[src/rtl/cpu_pkg.sv]
// cpu_pkg: definitions shared by the core control blocks.
//   - Opcode constants for the instruction classes the core executes.
//   - seq_state_t: state encoding of the multicycle stage sequencer.
package cpu_pkg;

    localparam logic [6:0] OP_RTYPE  = 7'b0110011;
    localparam logic [6:0] OP_IALU   = 7'b0010011;
    localparam logic [6:0] OP_LOAD   = 7'b0000011;
    localparam logic [6:0] OP_STORE  = 7'b0100011;
    localparam logic [6:0] OP_BRANCH = 7'b1100011;
    localparam logic [6:0] OP_SYSTEM = 7'b1110011;

    typedef enum logic [2:0] {
        ST_IDLE,
        ST_IF,
        ST_ID,
        ST_EXE,
        ST_MEM,
        ST_WB,
        ST_HALT
    } seq_state_t;

endpackage

[src/rtl/stage_sequencer_if.sv]
// stage_sequencer_if: signal bundle between the stage sequencer and the core.
//   master modport (core side): drives run, opcode, mem_ready; observes strobes
//                               and status.
//   slave modport (sequencer):  the reverse.
//   CNT_W sets the width of retired_cnt.
interface stage_sequencer_if #(
    parameter int CNT_W = 32
);
    logic             run;
    logic [6:0]       opcode;
    logic             mem_ready;
    logic             stateIF;
    logic             stateID;
    logic             stateEXE;
    logic             stateMEM;
    logic             stateWB;
    logic             busy;
    logic             halted;
    logic             illegal;
    logic             retire;
    logic [CNT_W-1:0] retired_cnt;

    modport master (
        output run, opcode, mem_ready,
        input  stateIF, stateID, stateEXE, stateMEM, stateWB,
        input  busy, halted, illegal, retire, retired_cnt
    );

    modport slave (
        input  run, opcode, mem_ready,
        output stateIF, stateID, stateEXE, stateMEM, stateWB,
        output busy, halted, illegal, retire, retired_cnt
    );
endinterface

[src/rtl/stage_sequencer_op_classify.sv]
// op_classify: combinational opcode decoder.
//   opcode     : 7-bit major opcode.
//   needs_mem  : instruction visits the MEM stage (load, store).
//   needs_wb   : instruction visits the WB stage (R-type, I-ALU, load).
//   is_system  : system opcode, stops the sequencer without error.
//   is_illegal : opcode not recognised by the core.
module op_classify
    import cpu_pkg::*;
(
    input  logic [6:0] opcode,
    output logic       needs_mem,
    output logic       needs_wb,
    output logic       is_system,
    output logic       is_illegal
);
    always_comb begin
        needs_mem  = 1'b0;
        needs_wb   = 1'b0;
        is_system  = 1'b0;
        is_illegal = 1'b0;
        case (opcode)
            OP_RTYPE,
            OP_IALU:   needs_wb  = 1'b1;
            OP_LOAD: begin
                needs_mem = 1'b1;
                needs_wb  = 1'b1;
            end
            OP_STORE:  needs_mem = 1'b1;
            OP_BRANCH: ;  // completes in EXE
            OP_SYSTEM: is_system = 1'b1;
            default:   is_illegal = 1'b1;
        endcase
    end
endmodule

[src/rtl/stage_sequencer.sv]
// stage_sequencer: multicycle stage controller for the single-issue core.
//   clk   : core clock, rising edge.
//   rst_n : asynchronous active-low reset.
//   bus   : stage_sequencer_if.slave -- run/opcode/mem_ready in, one-hot
//           stage strobes, busy/halted/illegal status, retire pulse and
//           retired-instruction counter out.
// Stages not needed by the instruction class are skipped, MEM stalls until
// mem_ready, and system/illegal opcodes park the machine in HALT.
module stage_sequencer
    import cpu_pkg::*;
#(
    parameter int CNT_W = 32
) (
    input  logic               clk,
    input  logic               rst_n,
    stage_sequencer_if.slave   bus
);
    seq_state_t       state_reg, state_next;
    logic [6:0]       op_q_reg;
    logic             illegal_reg;
    logic [CNT_W-1:0] cnt_reg;

    logic             retire_c;
    logic             load_op;
    logic             set_illegal;
    logic             end_instr;

    // One decoder serves both phases: in ID it looks at the live opcode,
    // afterwards at the latched copy (opcode may change after ID).
    logic [6:0] classify_in;
    logic       needs_mem, needs_wb, is_system, is_illegal;

    assign classify_in = (state_reg == ST_ID) ? bus.opcode : op_q_reg;

    op_classify u_classify (
        .opcode     (classify_in),
        .needs_mem  (needs_mem),
        .needs_wb   (needs_wb),
        .is_system  (is_system),
        .is_illegal (is_illegal)
    );

    always_ff @(posedge clk or negedge rst_n) begin
        if (!rst_n) begin
            state_reg   <= ST_IDLE;
            op_q_reg    <= 7'd0;
            illegal_reg <= 1'b0;
            cnt_reg     <= '0;
        end else begin
            state_reg <= state_next;
            if (load_op)
                op_q_reg <= bus.opcode;
            if (set_illegal)
                illegal_reg <= 1'b1;
            if (retire_c)
                cnt_reg <= cnt_reg + CNT_W'(1);
        end
    end

    always_comb begin
        state_next  = state_reg;
        load_op     = 1'b0;
        set_illegal = 1'b0;
        end_instr   = 1'b0;
        retire_c    = 1'b0;

        case (state_reg)
            ST_IDLE: if (bus.run) state_next = ST_IF;
            ST_IF:   state_next = ST_ID;
            ST_ID: begin
                if (is_system) begin
                    state_next = ST_HALT;
                end else if (is_illegal) begin
                    state_next  = ST_HALT;
                    set_illegal = 1'b1;
                end else begin
                    state_next = ST_EXE;
                    load_op    = 1'b1;
                end
            end
            ST_EXE: begin
                if (needs_mem)     state_next = ST_MEM;
                else if (needs_wb) state_next = ST_WB;
                else               end_instr  = 1'b1;
            end
            ST_MEM: begin
                if (bus.mem_ready) begin
                    if (needs_wb) state_next = ST_WB;
                    else          end_instr  = 1'b1;
                end
            end
            ST_WB:   end_instr  = 1'b1;
            ST_HALT: state_next = ST_HALT;
            default: state_next = ST_IDLE;
        endcase

        // Final stage of an instruction: retire and fetch again without a
        // bubble, or park in IDLE if run has been dropped.
        if (end_instr) begin
            retire_c   = 1'b1;
            state_next = bus.run ? ST_IF : ST_IDLE;
        end
    end

    assign bus.stateIF     = (state_reg == ST_IF);
    assign bus.stateID     = (state_reg == ST_ID);
    assign bus.stateEXE    = (state_reg == ST_EXE);
    assign bus.stateMEM    = (state_reg == ST_MEM);
    assign bus.stateWB     = (state_reg == ST_WB);
    assign bus.busy        = (state_reg != ST_IDLE) && (state_reg != ST_HALT);
    assign bus.halted      = (state_reg == ST_HALT);
    assign bus.illegal     = illegal_reg;
    assign bus.retire      = retire_c;
    assign bus.retired_cnt = cnt_reg;
endmodule

[src/flat_wrapper.sv]
// flat-port wrapper written by rule: the top's interface ports become plain ports
module stage_sequencer_flat import cpu_pkg::*;
#(
    parameter int CNT_W = 32
)
  (clk, rst_n, bus_run, bus_opcode, bus_mem_ready, bus_stateIF, bus_stateID, bus_stateEXE, bus_stateMEM, bus_stateWB, bus_busy, bus_halted, bus_illegal, bus_retire, bus_retired_cnt);
  stage_sequencer_if #(.CNT_W(CNT_W)) bus_i ();
  input  logic clk;
  input  logic rst_n;
  input wire logic [$bits(bus_i.run)-1:0] bus_run;
  input wire logic [$bits(bus_i.opcode)-1:0] bus_opcode;
  input wire logic [$bits(bus_i.mem_ready)-1:0] bus_mem_ready;
  output wire logic [$bits(bus_i.stateIF)-1:0] bus_stateIF;
  output wire logic [$bits(bus_i.stateID)-1:0] bus_stateID;
  output wire logic [$bits(bus_i.stateEXE)-1:0] bus_stateEXE;
  output wire logic [$bits(bus_i.stateMEM)-1:0] bus_stateMEM;
  output wire logic [$bits(bus_i.stateWB)-1:0] bus_stateWB;
  output wire logic [$bits(bus_i.busy)-1:0] bus_busy;
  output wire logic [$bits(bus_i.halted)-1:0] bus_halted;
  output wire logic [$bits(bus_i.illegal)-1:0] bus_illegal;
  output wire logic [$bits(bus_i.retire)-1:0] bus_retire;
  output wire logic [$bits(bus_i.retired_cnt)-1:0] bus_retired_cnt;
  assign bus_i.run = bus_run;
  assign bus_i.opcode = bus_opcode;
  assign bus_i.mem_ready = bus_mem_ready;
  assign bus_stateIF = bus_i.stateIF;
  assign bus_stateID = bus_i.stateID;
  assign bus_stateEXE = bus_i.stateEXE;
  assign bus_stateMEM = bus_i.stateMEM;
  assign bus_stateWB = bus_i.stateWB;
  assign bus_busy = bus_i.busy;
  assign bus_halted = bus_i.halted;
  assign bus_illegal = bus_i.illegal;
  assign bus_retire = bus_i.retire;
  assign bus_retired_cnt = bus_i.retired_cnt;
  stage_sequencer #(.CNT_W(CNT_W)) u_core (.clk(clk), .rst_n(rst_n), .bus(bus_i));
endmodule
[config.mk]
export PLATFORM = sky130hd
export DESIGN_NAME = stage_sequencer_flat
export DESIGN_NICKNAME = d
export VERILOG_FILES = /design/src/rtl/cpu_pkg.sv /design/src/rtl/stage_sequencer_if.sv /design/src/rtl/stage_sequencer_op_classify.sv /design/src/rtl/stage_sequencer.sv /design/src/flat_wrapper.sv
export SDC_FILE = /design/constraint.sdc
export NUM_CORES = 1
export LEC_CHECK = 0
export BUFFER_PORTS_ARGS = -buffer_cell sky130_fd_sc_hd__buf_4
export CAP_MARGIN = 20
export CORE_MARGIN = 1
export CORE_UTILIZATION = 25
export CTS_CLUSTER_SIZE = 14
export DETAILED_ROUTE_END_ITERATION = 10
export GPL_TIMING_DRIVEN = 0
export SYNTH_ARGS = -nofsm -noshare
export SYNTH_HDL_FRONTEND = slang
export SYNTH_SLANG_ARGS = --single-unit
[constraint.sdc]
create_clock -name clk -period 3 [get_ports clk]
set_clock_uncertainty 0.2 [all_clocks]
set_input_delay 0.3 -clock clk [delete_from_list [all_inputs] [get_ports clk]]
set_output_delay 0.3 -clock clk [all_outputs]
set_load 0.005 [all_outputs]
==> metrics.md, run 1 <==
| Metric | Value |
|---|---|
| Status | complete, no violations |
| Largest area contributor in the netlist | dfrtp_1 |
| Mapped Area | 2080 um2 |
| Ant diodes | 0 |
| Clock Latency Late Sink | 0.30 ns |
| Initial Util | 0.263 |
| Final ANT Viol Nets | 0 |
| Synthesized area per cell | 10.8 um2 |
| Largest register FFs | 32 |
| Die Span Y | 93.1 um |
| CP required | 3.02 ns |
| Area Growth Syn to Fin | 30.0% |
| Routability congestion estimate | 0.783 |
| Top-level I/O count | 52 |
| Register area share after synthesis | 0.518 |
| EDFF count, synth | 0 |
| Root buffer cell | clkbuf_8 |
| Global route overflow | 0 |
| Total Wirelength | 4670 um |
| DRC violations left | 0 |
| Critical Path Fanout Max | 8 |
| Startpoint Class | flip-flop |
| Vias | 1,595 |
| Die W | 93.1 um |
| CTS sink count | 43 |
| HP Class | primary input to flip-flop |
| Hold slack | 0.0168 ns |
| Yosys warnings | 0 |
| Row cnt | 32 |
| Synthesized flop and latch total | 43 |
| Fraction of layout cells with a size suffix above 1 | 0.286 |
| Max Root-Sink Buffers | 2 |
| Nets | 264 |
| Slew Limit Fails | 0 |
| PortBufs | 51 |
| GRT Util Overall | 0.117 |
| WS Path Type | flip-flop to flip-flop |
| Final WS setup | 0.530 ns |
| Placed cell count | 346 |
| Top cells by area, synth | dfrtp_1, xor2_1, xnor2_1 |
| Worst Max-Slew Pin Slew | 0.609 ns |
| Initial antenna violation count | 0 |
| Pleak | 1.16 nW |
| Synth cell types | 39 |
| Num CTS Buffers | 5 |
| Design Power | 1.79 mW |
| Worst slew margin | 0.590 |
| Avg WL per Cell | 13.2 um |
| RSZ-0062 raised after global routing | false |
| Drt first pass iters | 4 |
| Crit path DAT | 2.49 ns |
| Most common cell after layout, fill and taps aside | buf_4 |
| CTS tree | built |
| Period minus WS final | 2.47 ns |
| Post-route insts no fill | 354 |
| Ys flop type | dfrtp_1 |
| Number of global-route vias before repair | 1,612 |
| Die Area | 8670 um2 |
| Top-area cell type share of the netlist area | 0.518 |
| Max IR drop VDD | 177 uV |
| Largest net degree at the start of global routing | 44 |
| Fmax | 405 MHz |
| Most frequent cells in the layout | buf_4, dfrtp_1, xor2_1 |
| Async SR Flop Fraction | 1.00 |
| Starting DRC count in detailed routing | 31 |
| Core area | 7890 um2 |
| Total setup buffers inserted after CTS | 0 |
| # fillers | 832 |
| Max-cap violations | 0 |
| Post-layout util | 0.342 |
| Dpl hpwl | 3320 um |
| Post-Route Setup TNS | 0 ns |
| CP Capture Type | flip-flop |
| Final Cell Area | 2700 um2 |
| Syn Nets | 205 |
| Power density cells | 662 nW/um2 |
| Reg clk slew, reported paths | 0.08 ns |
| Pre-CTS setup slack | 0.567 ns |
| DP Area | 2590 um2 |
| Final worst-path cycle share | 0.823 |
| Vias/cell | 4.51 |
| Final hold violation count | 0 |
| Cells after synthesis | 193 |
| CTS HTree Levels | 2 |
| # setup viols final | 0 |
| First-pass GRT wire length | 7930 um |
where the power goes:
group,total (mW),switching (mW),internal [mW]
clock network,0.442,0.198,0.244
logic,0.580,0.277,0.302
registers,0.765,0.0857,0.679
worst max-delay path: stages (launching register included):
cell      delay [ns]
dfrtp_1         0.45
nand4_1         0.34
nor4_1          0.66
nand2b_1        0.25
and4bb_2        0.36
xor2_1          0.14
what timing repair did:
action,4_1_cts,5_1_grt
endpoints found under the hold margin,43,0
resized for setup,0,0
hold buffers,1,0
area by class of cell:
class | count | area, um2 | share of cell area
Clock buffer | 6 | 72.6 | 0.0269
Sequential cell | 43 | 1080 | 0.399
Timing Repair Buffer | 52 | 393 | 0.146
Buffer | 5 | 36.3 | 0.0134
Tap cell | 102 | 128 | 0.0473
Clock inverter | 1 | 30.0 | 0.0111
Inverter | 8 | 30.0 | 0.0111
Multi-Input combinational cell | 137 | 933 | 0.346
logic make-up after synthesis:
kind of cell,count (synthesis),synth area share
multiplexers,3,0.0163
buffers and inverters,13,0.0319
flip-flops,43,0.518
AND/OR/NAND/NOR,83,0.233
XOR/XNOR,32,0.135
AO/OA/AOI/OAI,18,0.0597
adder cells (fa/ha/maj),1,0.00603
synth_stat cells (2+ instances only):
| library cell | n |
|---|---|
| buf_6 | 2 |
| nand3b_1 | 3 |
| nor2_1 | 11 |
| xor2_1 | 25 |
| o21ai_0 | 5 |
| and3_1 | 2 |
| nor4b_1 | 2 |
| nor3b_1 | 6 |
| a31oi_1 | 2 |
| mux2_2 | 3 |
| nor3_1 | 6 |
| or2_2 | 2 |
| nand3_1 | 7 |
| inv_1 | 8 |
| dfrtp_1 | 43 |
| nor2b_1 | 3 |
| nor3_2 | 3 |
| a21o_1 | 4 |
| nor4_1 | 6 |
| xnor2_1 | 7 |
| buf_2 | 2 |
| nand2_1 | 16 |
| nand4_1 | 8 |
| nand2b_1 | 2 |
metal layers:
layer / track usage / routed length (um) / up-vias
li1: - / - / 794
met1: 0.159 / 2270 / 748
met2: 0.181 / 2050 / 46
met3: 0.0350 / 285 / 7
met4: 0.0346 / 65 / 0
met5: 0 / 0 / -
worst paths after layout:
path,to,startpoint,cells past startpoint,slack (ns)
max,u_core.bus.retired_cnt[27],u_core.bus.retired_cnt[3],5,0.53
min,u_core.state_reg[0],bus_run,3,0.02
max reg2reg,u_core.bus.retired_cnt[27],u_core.bus.retired_cnt[3],5,0.53
min reg2reg,u_core.bus.illegal,u_core.bus.illegal,1,0.26
max in group asynchronous,u_core.bus.retired_cnt[31],rst_n,2,1.87
min in group asynchronous,u_core.bus.retired_cnt[2],rst_n,2,0.34
(Power assumes the default switching activity.)
==> run 2, diff against run 1 <==
==> constraint.sdc (replaced) <==
create_clock -name clk -period 2.48 [get_ports clk]
set_clock_uncertainty 0.2 [all_clocks]
set_input_delay 0.248 -clock clk [delete_from_list [all_inputs] [get_ports clk]]
set_output_delay 0.248 -clock clk [all_outputs]
set_load 0.005 [all_outputs]
==> run 2 against run 1 <==
Against the previous run: first-iteration DRC count is 23% lower; sequential share of layout area fell by 1.0 points; fmax is 5.4% higher; count of clock-buffer cells in the layout stayed put.
==> metrics.md, run 2 (synthesis gave the netlist of run 1 again) <==
| Metric | Value |
|---|---|
| Worst R2R Setup Slack | 0.14 ns |
| Max IR drop VDD | 213 uV |
| WS Path Type | flip-flop to flip-flop |
| FF-to-FF path depth | 7 |
| Initial Util | 0.263 |
| Worst reg2reg path startpoint | u_core.state_reg[0] |
| Reg clk slew, reported paths | 0.08 ns |
| Row cnt | 32 |
| Power density cells | 786 nW/um2 |
| CTS sink count | 43 |
| Slew Limit Fails | 0 |
| Period minus WS final | 2.34 ns |
| Initial antenna violation count | 0 |
| Crit path DAT | 2.37 ns |
| Vias/cell | 4.49 |
| Total Wirelength | 4750 um |
| RSZ-0062 raised after global routing | true |
| Dpl hpwl | 3320 um |
| Max incr delay on CP | 0.41 ns |
| End of the worst hold path | u_core.bus.illegal |
| Die Span Y | 93.1 um |
| Die W | 93.1 um |
| Vias | 1,615 |
| # setup viols final | 0 |
| Critical Path Fanout Max | 10 |
| Pre-CTS setup slack | 0.0471 ns |
| Status | complete, no violations |
| Max-cap violations | 0 |
| Fraction of layout cells with a size suffix above 1 | 0.295 |
| Num CTS Buffers | 5 |
| Most common cell after layout, fill and taps aside | buf_4 |
| Final worst-path cycle share | 0.945 |
| CP required | 2.50 ns |
| Drt first pass iters | 4 |
| Reg-to-reg endpoint | u_core.bus.retired_cnt[25] |
| Max Root-Sink Buffers | 2 |
| Core area | 7890 um2 |
| CTS HTree Levels | 2 |
| Routability congestion estimate | 0.783 |
| Die Area | 8670 um2 |
| HP Class | primary input to flip-flop |
| Global route overflow | 0 |
| Avg WL per Cell | 13.2 um |
| Area Growth Syn to Fin | 33.4% |
| Worst path cell trace | buf_6, or3b_4, a41o_1, a31o_2, clkbuf_4, nor3_2, xor2_1 |
| Largest register FFs | 32 |
| Hold Path Depth | 4 |
| Worst Max-Slew Pin Slew | 0.561 ns |
| Number of global-route vias before repair | 1,614 |
| Slowest-stage cell, CP | or3b_4 |
| Pleak | 1.19 nW |
| Nets | 270 |
| Final WS setup | 0.137 ns |
| Worst slew margin | 0.626 |
| Root buffer cell | clkbuf_8 |
| Starting DRC count in detailed routing | 24 |
| Post-layout util | 0.351 |
| Top-level I/O count | 52 |
| Fmax | 427 MHz |
| Ant diodes | 0 |
| Design Power | 2.18 mW |
| Clock Latency Late Sink | 0.29 ns |
| PortBufs | 51 |
| Most frequent cells in the layout | buf_4, dfrtp_1, xor2_1 |
| Final ANT Viol Nets | 0 |
| GRT Util Overall | 0.118 |
| Hold slack | 0.0742 ns |
| Startpoint Class | flip-flop |
| First-pass GRT wire length | 7960 um |
| DRC violations left | 0 |
| CP Capture Type | flip-flop |
| Hold path startpoint | bus_opcode[2] |
| Final hold violation count | 0 |
| CTS tree | built |
| Largest net degree at the start of global routing | 44 |
==> run 2: worst max-delay path by stage <==
stage | start | end | slack (ns) | cells after the start
floorplan | u_core.state_reg[0] | u_core.bus.retired_cnt[15] | 0.31 | 7
global placement | u_core.bus.retired_cnt[3] | u_core.bus.retired_cnt[27] | 0.04 | 5
detailed placement | u_core.bus.retired_cnt[3] | u_core.bus.retired_cnt[27] | 0.05 | 5
CTS | u_core.bus.retired_cnt[3] | u_core.bus.retired_cnt[27] | 0.01 | 5
global route | u_core.state_reg[0] | u_core.bus.retired_cnt[31] | -0.005 | 6
finish | u_core.state_reg[0] | u_core.bus.retired_cnt[25] | 0.14 | 7
==> run 2: repair_timing <==
action	CTS	global route
setup buffers	0	2
endpoints found under the hold margin	47	0
hold buffers	5	0
endpoints found under the setup margin	0	10
resized for setup	0	3
==> run 2: layout make-up <==
type	count	area, um2
repair buffers	58	448
plain buffers	5	38.8
fillers	832	5120
multi-input cells	137	946
well taps	102	128
flip-flops and latches	43	1080
clock buffers	6	72.6
clock inverters	1	30.0
inverters	8	30.0
==> run 2: through the flow <==
stage	TNS (ns)	instances	instance area, um2
floorplan	0	193	2080
global placement	0	346	2590
detailed placement	0	346	2590
CTS	0	358	2740
global route	-0.00887	360	2770
finish	0	360	2770
==> run 2: power breakdown <==
part	leakage [nW]	internal (mW)	total [mW]	switching [mW]
registers	0.489	0.822	0.927	0.105
logic	0.649	0.377	0.716	0.339
clock network	0.0513	0.295	0.535	0.239
total	1.19	1.49	2.18	0.683
==> run 2: routing by layer <==
metal  share of wire  GRT usage
met1            0.49      0.160
met2            0.45      0.182
met3           0.054     0.0341
met4           0.010     0.0346
met5               0          0
==> run 2: critical path, delay by kind of cell, from the launching register on <==
family                 cells  cell delay, ns
AO/OA/AOI/OAI              2            0.56
buffers and inverters      2            0.35
XOR/XNOR                   1            0.16
flip-flops                 1            0.38
AND/OR/NAND/NOR            2            0.62
==> run 3, diff against run 2 <==
--- a/config.mk
+++ b/config.mk
@@ -11,7 +11,6 @@
 export CORE_UTILIZATION = 25
 export CTS_CLUSTER_SIZE = 14
 export DETAILED_ROUTE_END_ITERATION = 10
-export GPL_TIMING_DRIVEN = 0
 export SYNTH_ARGS = -nofsm -noshare
 export SYNTH_HDL_FRONTEND = slang
 export SYNTH_SLANG_ARGS = --single-unit
==> run 3 against run 2 <==
Against the previous run: routed wire length shrank 0.72%; register-to-register slack gained 0.09 ns; worst hold slack gained 0.0019 ns; final area shrank 0.72%; critical path type unchanged.
==> metrics.md, run 3 (synthesis gave the netlist of run 1 again) <==
| Metric | Value |
|---|---|
| Sw Share | 0.323 |
| Top-level I/O count | 52 |
| Most frequent cells in the layout | buf_4, dfrtp_1, xor2_1 |
| Max IR drop VDD | 227 uV |
| Final worst-path cycle share | 0.910 |
| Avg WL per Cell | 13.1 um |
| CTS tree | built |
| Worst Max-Slew Pin Slew | 0.551 ns |
| Seq pwr share | 0.434 |
| HP Class | primary input to flip-flop |
| Internal | 1.45 mW |
| Max-cap violations | 0 |
| CTS HTree Levels | 2 |
| First-pass GRT wire length | 7760 um |
| GRT met2 Usage | 0.175 |
| Die Area | 8670 um2 |
| Slowest-stage cell, CP | or3b_4 |
| Crit path DAT | 2.28 ns |
| Worst reg2reg path startpoint | u_core.state_reg[0] |
| Power density cells | 779 nW/um2 |
| Post-Route Setup TNS | 0 ns |
| Period minus WS final | 2.26 ns |
| Initial antenna violation count | 0 |
| Status | complete, no violations |
| Initial Util | 0.263 |
| Routability congestion estimate | 0.803 |
| Worst slew margin | 0.632 |
| # setup viols final | 0 |
| Vias/cell | 4.60 |
| Area Growth Syn to Fin | 32.4% |
| Num CTS Buffers | 5 |
| Combinational power share | 0.336 |
| Core area | 7890 um2 |
| Fmax | 443 MHz |
| Row cnt | 32 |
| Design Power | 2.14 mW |
| GRT Util Overall | 0.114 |
| Psw | 0.693 mW |
| Worst path cell trace | or3b_4, a41o_1, a31o_2, nor4_1, xor2_1 |
| Max Root-Sink Buffers | 2 |
| CTS sink count | 43 |
| Dpl hpwl | 3430 um |
| Worst R2R Setup Slack | 0.22 ns |
| PortBufs | 51 |
| CP Capture Type | flip-flop |
| RSZ-0062 raised after global routing | false |
| Reg clk slew, reported paths | 0.08 ns |
| Nets | 269 |
| Starting DRC count in detailed routing | 81 |
| GRT busiest layer | met2 |
| Critical Path Fanout Max | 15 |
| Clock share of power | 0.230 |
| Drt first pass iters | 4 |
| Number of global-route vias before repair | 1,593 |
| WS Path Type | flip-flop to flip-flop |
| Clock Latency Late Sink | 0.29 ns |
| Reg-to-reg endpoint | u_core.bus.retired_cnt[31] |
| Die W | 93.1 um |
| Slew Limit Fails | 0 |
| Fraction of layout cells with a size suffix above 1 | 0.295 |
| FF-to-FF path depth | 5 |
| CP required | 2.50 ns |
| Met3 usage | 0.0276 |
| Final hold violation count | 0 |
| Critical path startpoint | u_core.state_reg[0] |
| Largest net degree at the start of global routing | 44 |
| Total setup buffers inserted after CTS | 0 |
| Ant diodes | 0 |
| Startpoint Class | flip-flop |
| Total Wirelength | 4710 um |
| Root buffer cell | clkbuf_8 |
| DRC violations left | 0 |
| Final ANT Viol Nets | 0 |
| Die Span Y | 93.1 um |
| Met1 Usage GRT | 0.157 |
| Vias | 1,655 |
| Max incr delay on CP | 0.42 ns |
| Pleak | 1.19 nW |
| CP endpoint | u_core.bus.retired_cnt[31] |
| Global route overflow | 0 |
| Largest register FFs | 32 |
| Most common cell after layout, fill and taps aside | buf_4 |
-- run 3: layout make-up --
class | count | area, um2
Multi-Input combinational cell | 137 | 933
Clock buffer | 7 | 96.3
Sequential cell | 43 | 1080
Inverter | 8 | 30.0
Fill cell | 796 | 5140
Timing Repair Buffer | 62 | 478
Clock inverter | 1 | 7.51
Tap cell | 102 | 128
-- run 3: timing repair --
action	CTS	global route
hold buffers	4	1
hold endpoints to repair	46	1
resized for setup	0	0
-- run 3: power by group through the flow --
stage	registers (mW)	logic [mW]	clock network, mW
CTS	0.929	0.731	0.511
global placement	0.937	0.710	0
floorplan	0.926	0.419	0
finish	0.930	0.720	0.492
detailed placement	0.943	0.721	0
global route	0.947	0.796	0.554
-- run 3: routing by layer --
metal  up-vias  wire length [um]
met3         5               269
met1       799              2320
li1        800                 -
met4         0                48
met2        51              2080
met5         -                 0
-- run 3: per-stage QoR --
step | cell area [um2] | worst slack [ns] | hold slack [ns] | utilization | cells
floorplan | 2080 | 0.309 | -0.248 | - | 193
global placement | 2590 | 0.251 | 0.0833 | 0.329 | 347
detailed placement | 2590 | 0.222 | 0.0864 | 0.329 | 347
CTS | 2740 | 0.208 | 0.00658 | 0.347 | 359
global route | 2750 | 0.0690 | 0.0889 | 0.349 | 360
finish | 2750 | 0.224 | 0.0761 | 0.349 | 360
-- run 3: how the worst min path moves through the flow --
| stage | start | endpoint | cells past startpoint |
|---|---|---|---|
| 6_report | bus_opcode[3] | u_core.bus.illegal | 4 |
| 4_1_cts | bus_opcode[5] | u_core.op_q_reg[5] | 2 |
| 3_5_place_dp | rst_n | u_core.bus.retired_cnt[0] | 1 |
| 3_3_place_gp | rst_n | u_core.bus.retired_cnt[0] | 1 |
| 2_1_floorplan | rst_n | u_core.bus.illegal | 0 |
| 5_1_grt | bus_opcode[3] | u_core.bus.illegal | 4 |
-- run 3: worst max-delay path: cells and delay by family (launching register included) --
kind	cells	cell delay (ns)
simple gates	2	0.81
flops	1	0.38
compound gates	2	0.64
xor+xnor	1	0.17
